### src/rtl/delay_line_pkg.sv
// delay_line_pkg: shared helpers for the delay line.
//   sel_width(depth)      : width of the tap-select / occupancy fields, $clog2(depth+1).
//   clamp_sel(sel, depth) : maps a raw tap select to a stage index 1..depth,
//                           or 0 as the bypass flag (input passed straight through).
package delay_line_pkg;

    function automatic int sel_width(input int depth);
        return $clog2(depth + 1);
    endfunction

    // Selects above the physical depth saturate at the last stage.
    function automatic logic [31:0] clamp_sel(input logic [31:0] sel, input int depth);
        return (sel > 32'(depth)) ? 32'(depth) : sel;
    endfunction

endpackage

### src/rtl/delay_stage.sv
// delay_stage: one enabled register stage holding {valid, data}.
// Build option: DELAY_LINE_DATA_RST_EN gives the data word an asynchronous reset;
// without it the data register is reset-free and only the valid bit is cleared.
// Ports:
//   clk        clock, rising edge
//   rst        asynchronous reset, active-low
//   en         load enable; 0 holds the stage
//   flush      synchronous clear of the valid bit (wins over en)
//   prev_valid valid from the previous stage (or the line input)
//   prev_data  data from the previous stage (or the line input)
//   valid      stored valid bit
//   data       stored data word
module delay_stage
    import delay_line_pkg::*;
#(
    parameter int WIDTH = 8
) (
    input  logic             clk,
    input  logic             rst,
    input  logic             en,
    input  logic             flush,
    input  logic             prev_valid,
    input  logic [WIDTH-1:0] prev_data,
    output logic             valid,
    output logic [WIDTH-1:0] data
);

    always_ff @(posedge clk or negedge rst)
        if (!rst)
            valid <= 1'b0;
        else if (flush)
            valid <= 1'b0;
        else if (en)
            valid <= prev_valid;

    // Data keeps shifting under flush; only validity is discarded.
`ifdef DELAY_LINE_DATA_RST_EN
    always_ff @(posedge clk or negedge rst)
        if (!rst)
            data <= '0;
        else if (en)
            data <= prev_data;
`else
    always_ff @(posedge clk)
        if (en)
            data <= prev_data;
`endif

endmodule

### src/rtl/delay_line.sv
// delay_line: stallable multi-stage register delay line with run-time tap select.
// Build option: DELAY_LINE_DATA_RST_EN also resets the stage data words to 0.
// Ports:
//   clk        clock, rising edge
//   rst        asynchronous reset, active-low
//   en         shift enable; 0 holds every stage (input sample is dropped)
//   flush      synchronous clear of all valid bits and occupancy
//   in_valid   input sample valid
//   in_data    input sample
//   sel        tap select: 0 = bypass, 1..DEPTH = delay in enabled cycles, >DEPTH clamps
//   out_valid  valid of the selected tap
//   out_data   data of the selected tap
//   occ        number of valid samples held in stages 1..DEPTH
module delay_line
    import delay_line_pkg::*;
#(
    parameter int WIDTH = 8,
    parameter int DEPTH = 4,
    parameter int SEL_W = sel_width(DEPTH)
) (
    input  logic             clk,
    input  logic             rst,
    input  logic             en,
    input  logic             flush,
    input  logic             in_valid,
    input  logic [WIDTH-1:0] in_data,
    input  logic [SEL_W-1:0] sel,
    output logic             out_valid,
    output logic [WIDTH-1:0] out_data,
    output logic [SEL_W-1:0] occ
);

    // Index 0 is the line input itself, so the bypass tap shares the stage mux.
    logic [DEPTH:0]   v;
    logic [WIDTH-1:0] d [0:DEPTH];
    logic [SEL_W-1:0] idx;

    assign v[0] = in_valid;
    assign d[0] = in_data;

    genvar k;
    generate
        for (k = 1; k <= DEPTH; k++) begin : g_stage
            delay_stage #(.WIDTH(WIDTH)) u_stage (
                .clk        (clk),
                .rst        (rst),
                .en         (en),
                .flush      (flush),
                .prev_valid (v[k-1]),
                .prev_data  (d[k-1]),
                .valid      (v[k]),
                .data       (d[k])
            );
        end
    endgenerate

    assign idx       = SEL_W'(clamp_sel(32'(sel), DEPTH));
    assign out_valid = v[idx];
    assign out_data  = d[idx];

    // occ <= DEPTH implies the last stage is valid whenever the line is full,
    // so the incremental update never leaves 0..DEPTH.
    always_ff @(posedge clk or negedge rst)
        if (!rst)
            occ <= '0;
        else if (flush)
            occ <= '0;
        else if (en)
            occ <= occ + SEL_W'(in_valid) - SEL_W'(v[DEPTH]);

endmodule

### config.mk
export PLATFORM = sky130hd
export DESIGN_NAME = delay_line
export DESIGN_NICKNAME = d
export VERILOG_FILES = /design/src/rtl/delay_line_pkg.sv /design/src/rtl/delay_stage.sv /design/src/rtl/delay_line.sv
export SDC_FILE = /design/constraint.sdc
export NUM_CORES = 1
export LEC_CHECK = 0
export ABC_CLOCK_PERIOD_IN_PS = 2200
export CORE_MARGIN = 2
export CORE_UTILIZATION = 45
export DETAILED_ROUTE_END_ITERATION = 6
export GPL_TIMING_DRIVEN = 0
export PLACE_DENSITY = 0.75
export RECOVER_POWER = 50
export SYNTH_ARGS = -nofsm -noshare
export SYNTH_HDL_FRONTEND = slang
export SYNTH_HIERARCHICAL = 1
export SYNTH_SLANG_ARGS = --single-unit
### constraint.sdc
create_clock -name clk -period 2.2 [get_ports clk]
set_clock_uncertainty 0.2 [all_clocks]
set_input_delay 0.33 -clock clk [delete_from_list [all_inputs] [get_ports clk]]
set_output_delay 0.33 -clock clk [all_outputs]
set_load 0.01 [all_outputs]
[Yosys cells after proc, flatten, opt, wreduce, memory -nomap -nowiden]
Index checks and enable logic that the tools add are counted.
Word-level totals
  register bits after elaboration: 39
  memory bits (writable): 0
  word-level logic and storage cells: 32
  bits of input ports: 16
  memory bits (read-only): 0
  memories kept: 0
  output and inout bits: 12
  latch bits: 0
Operators by class
  eq/ne operators: 0
  order comparisons: 3
  reduce and logical (&&, ||, !) cells: 1
  $mul: 0
  shift-type cells: 0
  $add $sub $neg: 2
  div/mod/pow operators: 0
  multiplexer cells: 16
  bitwise operators: 1
Operator list (number)
  $bmux 8 s3: 1
  $mux 8: 2
  $mux 1: 9
  $mux 3: 3
  $ge 4x4->1 const B: 1
  $lt 3x4->1 const B: 1
  $not 3->4: 1
  $add 3x1->3: 1
  $bmux 1 s3: 1
  $gt 3x3->1 const B: 1
  $sub 3x1->3: 1
  $reduce_bool 2->1: 1

[Longest topological paths before layout]
  depth after elaboration: 6
  depth in mapped cells: 9
  depth with buffers taken out: 9

[Hierarchy]
The synthesis kept the hierarchy.
By module, submodules not included
  delay_stage: instances 4, area an instance 279.0 um2, cells each 11, seq. area each 265.3 um2
  delay_line: instances 1, area an instance 653.1 um2, cells each 71, seq. area each 75.1 um2

[Least setup slack after synthesis]
OpenSTA, ideal clock, no wires.
  path kind: flip-flop to flip-flop
  from: register occ[0]
  to: register occ[2]
  data required time: 1.880 ns
  library setup time: 0.120 ns
  arrival: 1.732 ns
  stages on the path, launching flop included: 10
  path slack: 0.148 ns
  cell sequence: dfrtp_1 inv_1 ha_1 inv_1 ha_1 inv_1 fa_1 xor2_1 a21oi_1 a31o_2
On the way
  cells in the longest elaborated chain, start to end: 4
Ends and longest elaborated chain
  start: declaration: line delay_line.sv:30  | output logic [SEL_W-1:0] occ
  start signal: assignment: line delay_line.sv:69  | occ <= occ + SEL_W'(in_valid) - SEL_W'(v[DEPTH]);
  $add 3x1->3: line delay_line.sv:69
  $sub 3x1->3: line delay_line.sv:69
  $mux 3: line delay_line.sv:68  | else if (en)
  $mux 3: line delay_line.sv:66  | else if (flush)
No other way between the ends. The select of a mux whose other input is x is not followed.
A chain may end at the register's enable or synchronous reset.

[Worst setup path after layout]
  from: input port sel[2]
  to: output port out_data[5]
On the way
  cells in the longest elaborated chain, start to end: 6
Ends and longest elaborated chain
  start: declaration: line delay_line.sv:27  | input logic [SEL_W-1:0] sel,
  $gt 3x3->1: line delay_line_pkg.sv:13  | return (sel > 32'(depth)) ? 32'(depth) : sel;
  $mux 3 *: line delay_line_pkg.sv:13
  $not 3->4 (not written as such) *: line delay_line.sv:59  | assign out_data = d[idx];
  $bmux 8 s3 *: line delay_line.sv:59
  $mux 8 (not written as such) * (2 in series): line delay_line.sv:59
  end: declaration: line delay_line.sv:29  | output logic [WIDTH-1:0] out_data,
Every way passes the cells marked *; elsewhere a longest branch is shown, timed or not. The select of a mux whose other input is x is not followed.

==> results_dict.tcl <==
set metrics [dict create \
    status "completed" \
    drive_gt1_share_pct 32.9 \
    crit_type "input pin to output port" \
    final_area_um2 2170 \
    die_height_um 66.7 \
    ys_ff_latch 39 \
    drv_slew 0 \
    grt_max_degree 41 \
    cts_tree "done" \
    total_power_mw 1.57 \
    yosysUniqueCellTypes 20 \
    viasPerCell 5.07 \
    io_buffer_count 26 \
    setup_viol 0 \
    routabilityCongestion 0.745 \
    syn_nets 134 \
    worstSkewPairLatency_ns 0.28 \
    die_w_um 66.7 \
    whs_ns 0.173 \
    grt.busiest_layer "met2" \
    cts_buffer_depth 2 \
    grt_use_met2_pct 25.6 \
    htreeDepth 2 \
    overflow 0 \
    vias 1014 \
    finalCritPeriodShare_pct 98.2 \
    ios 28 \
    hold_class "input pin to asynchronous set/reset pin" \
    rows 22 \
    stdcell_count 200 \
    firstDrtPassIters 4 \
    dp_cells 189 \
    cpLargestDelayFamily "buffers and inverters" \
    cts.sinks 39 \
    diodes 0 \
    synth.yosys.seq_area_share_pct 64.2 \
    wl_per_cell_um 16.2 \
    r2r_slack_ns 0.11 \
    cp_num_buf_inv 4 \
    max_slew_margin_pct 32.4 \
    yosysWarningCount 6 \
    synth_cells 115 \
    peakVddDrop_uv 343 \
    worst_pin_slew_ns 1.01 \
    finalHoldViolCount 0 \
    tns_ns 0 \
    worstSetupEndpointType "output port" \
    cp_slowest_stage_delay_ns 0.50 \
    critPathRequiredTime_ns 1.67 \
    place_area_um2 2080 \
    root_buffer "clkbuf_8" \
    grtUsageTotal_pct 15.8 \
    power_density_nw_per_um2 725 \
    hpwl_um 2020 \
    worstPathCellList "clkdlybuf4s50_1, buf_6, nand2b_1, buf_2, o22ai_1, a21oi_1, clkbuf_2" \
    postSynthAreaPerCell_um2 15.4 \
    met3_usage_pct 4.73 \
    holdBufCountCts 0 \
    path_clk_slew_ns 0.07 \
    drt-initial-drc-count 51 \
    wl_um 3240 \
    cts_inserted_buffers 5 \
    antenna_found_initial 0 \
    arrival_ns 1.63 \
    leakage_nw 0.907 \
    area_growth_syn_to_layout_pct 22.6 \
    grt_pass1_wl_um 5040 \
    synth_area_um2 1770 \
    fp.dieArea_um2 4450 \
    final_antenna_net_count 0 \
    max_freq_mhz 463 \
    cp_max_fo 4 \
    drc 0 \
    start_kind "input pin" \
    cap_violations 0 \
    grt_pass1_vias 1010 \
    period_needed_ns 2.16 \
    final_nets 170 \
    crit_slowest_cell "clkdlybuf4s50_1" \
    initial_utilization_pct 47.6 \
    core_um2 3720 \
    met1_usage_pct 20.5 \
]
## synth_stat cells
cell type | number | share of area (%)
a21oi_1 | 10 | 2.8
nor2_1 | 7 | 1.5
nand2b_1 | 2 | 0.71
buf_2 | 1 | 0.28
inv_1 | 13 | 2.8
mux2_2 | 8 | 5.1
mux2_4 | 10 | 8.5
or2_2 | 1 | 0.35
o22ai_1 | 6 | 2.1
mux2i_1 | 6 | 3.4
o22ai_2 | 3 | 2.1
edfxtp_1 | 32 | 54
buf_4 | 2 | 0.85
buf_12 | 1 | 1.1
fa_1 | 1 | 1.1
xor2_1 | 1 | 0.50
ha_1 | 2 | 1.4
dfrtp_1 | 7 | 9.9
buf_6 | 1 | 0.64
a31o_2 | 1 | 0.50
## routing by layer
metal  vias up  part of all wire [%]  wire, um
met5         -                     0         0
met4         0                  0.83        27
met3         3                   4.3       140
met2        24                    48      1560
met1       496                    47      1510
li1        491                     -         -
## placed cells by master, fill, tap and decap left out
master and instances:
edfxtp_1 32, inv_1 13, mux2_4 10, a21oi_1 9, dlygate4sd3_1 9, mux2_2 8, nor2_1 7, dfrtp_1 7
clkbuf_2 7, clkdlybuf4s50_1 7, o22ai_1 6, mux2i_1 6, clkbuf_8 6, buf_2 4, buf_6 3, o22ai_2 3
buf_4 3, nand2b_1 2, ha_1 2, or2_4 1, buf_12 1, a21oi_2 1, xor2_1 1, a31o_2 1
fa_2 1, clkinv_2 1, clkbuf_1 1
## path summary, 6_finish.rpt
check	start	endpoint	cells after the start
min in group clk	g_stage[1].u_stage/data[7]$_DFFE_PP_	g_stage[2].u_stage/data[7]$_DFFE_PP_	0
max	sel[2]	out_data[5]	7
min	rst	g_stage[1].u_stage/valid$_DFFE_PN0P_	1
max reg2reg	g_stage[4].u_stage/valid$_DFFE_PN0P_	occ[2]$_DFFE_PN0P_	8
min reg2reg	g_stage[1].u_stage/data[7]$_DFFE_PP_	g_stage[2].u_stage/data[7]$_DFFE_PP_	0
max in group asynchronous	rst	occ[1]$_DFFE_PN0P_	1
## power by group
group / switching (mW) / internal, mW / total (mW)
sequential: 0.0231 / 0.854 / 0.877
combinational: 0.0954 / 0.111 / 0.206
clock: 0.236 / 0.253 / 0.489
## final cells by class
cell class              instances  area, um2
fillers                       314       1550
flip-flops and latches         39       1140
multi-input cells              58        542
repair buffers                 30        238
clock buffers                   7       86.3
well taps                      48       60.1
plain buffers                   4       53.8
inverters                      13       48.8
clock inverters                 1       5.00
## kinds of logic after synthesis
| kind of cell | synth area share [%] |
|---|---|
| adders and majority gates | 2.55 |
| and+or+nand+nor | 2.55 |
| AOI/OAI and AO/OA | 7.57 |
| buffers and inverters | 5.66 |
| DFF | 64.2 |
| xor gates and xnor gates | 0.495 |
| muxes | 17.0 |
## stage by stage
stage / worst slack, ns / utilization [%]
after CTS: 0.00434 / 58.6
final: 0.0387 / 58.4
after floorplan: 0.148 / -
after global placement: -0.513 / 56.2
after detailed placement: -0.491 / 56.1
after global routing: -0.00692 / 58.4
## state kept, by name, indices dropped and copies added (netlist names)
signal,flops
occ,3
g_stage.u_stage/valid,4
g_stage.u_stage/data,32
## what timing repair did
action | CTS | global route
setup endpoints to repair | 9 | 8
gates cloned | 0 | 1
gates resized for setup | 24 | 12
setup buffers | 1 | 2
## worst reg2reg max path, stage by stage (launching register included)
cell and delay (ns):
dfrtp_1 0.41, ha_1 0.29, inv_1 0.06, ha_1 0.13, inv_1 0.05, fa_2 0.33
xor2_1 0.19, a21oi_1 0.09, a31o_2 0.25
(Power assumes the default switching activity.)
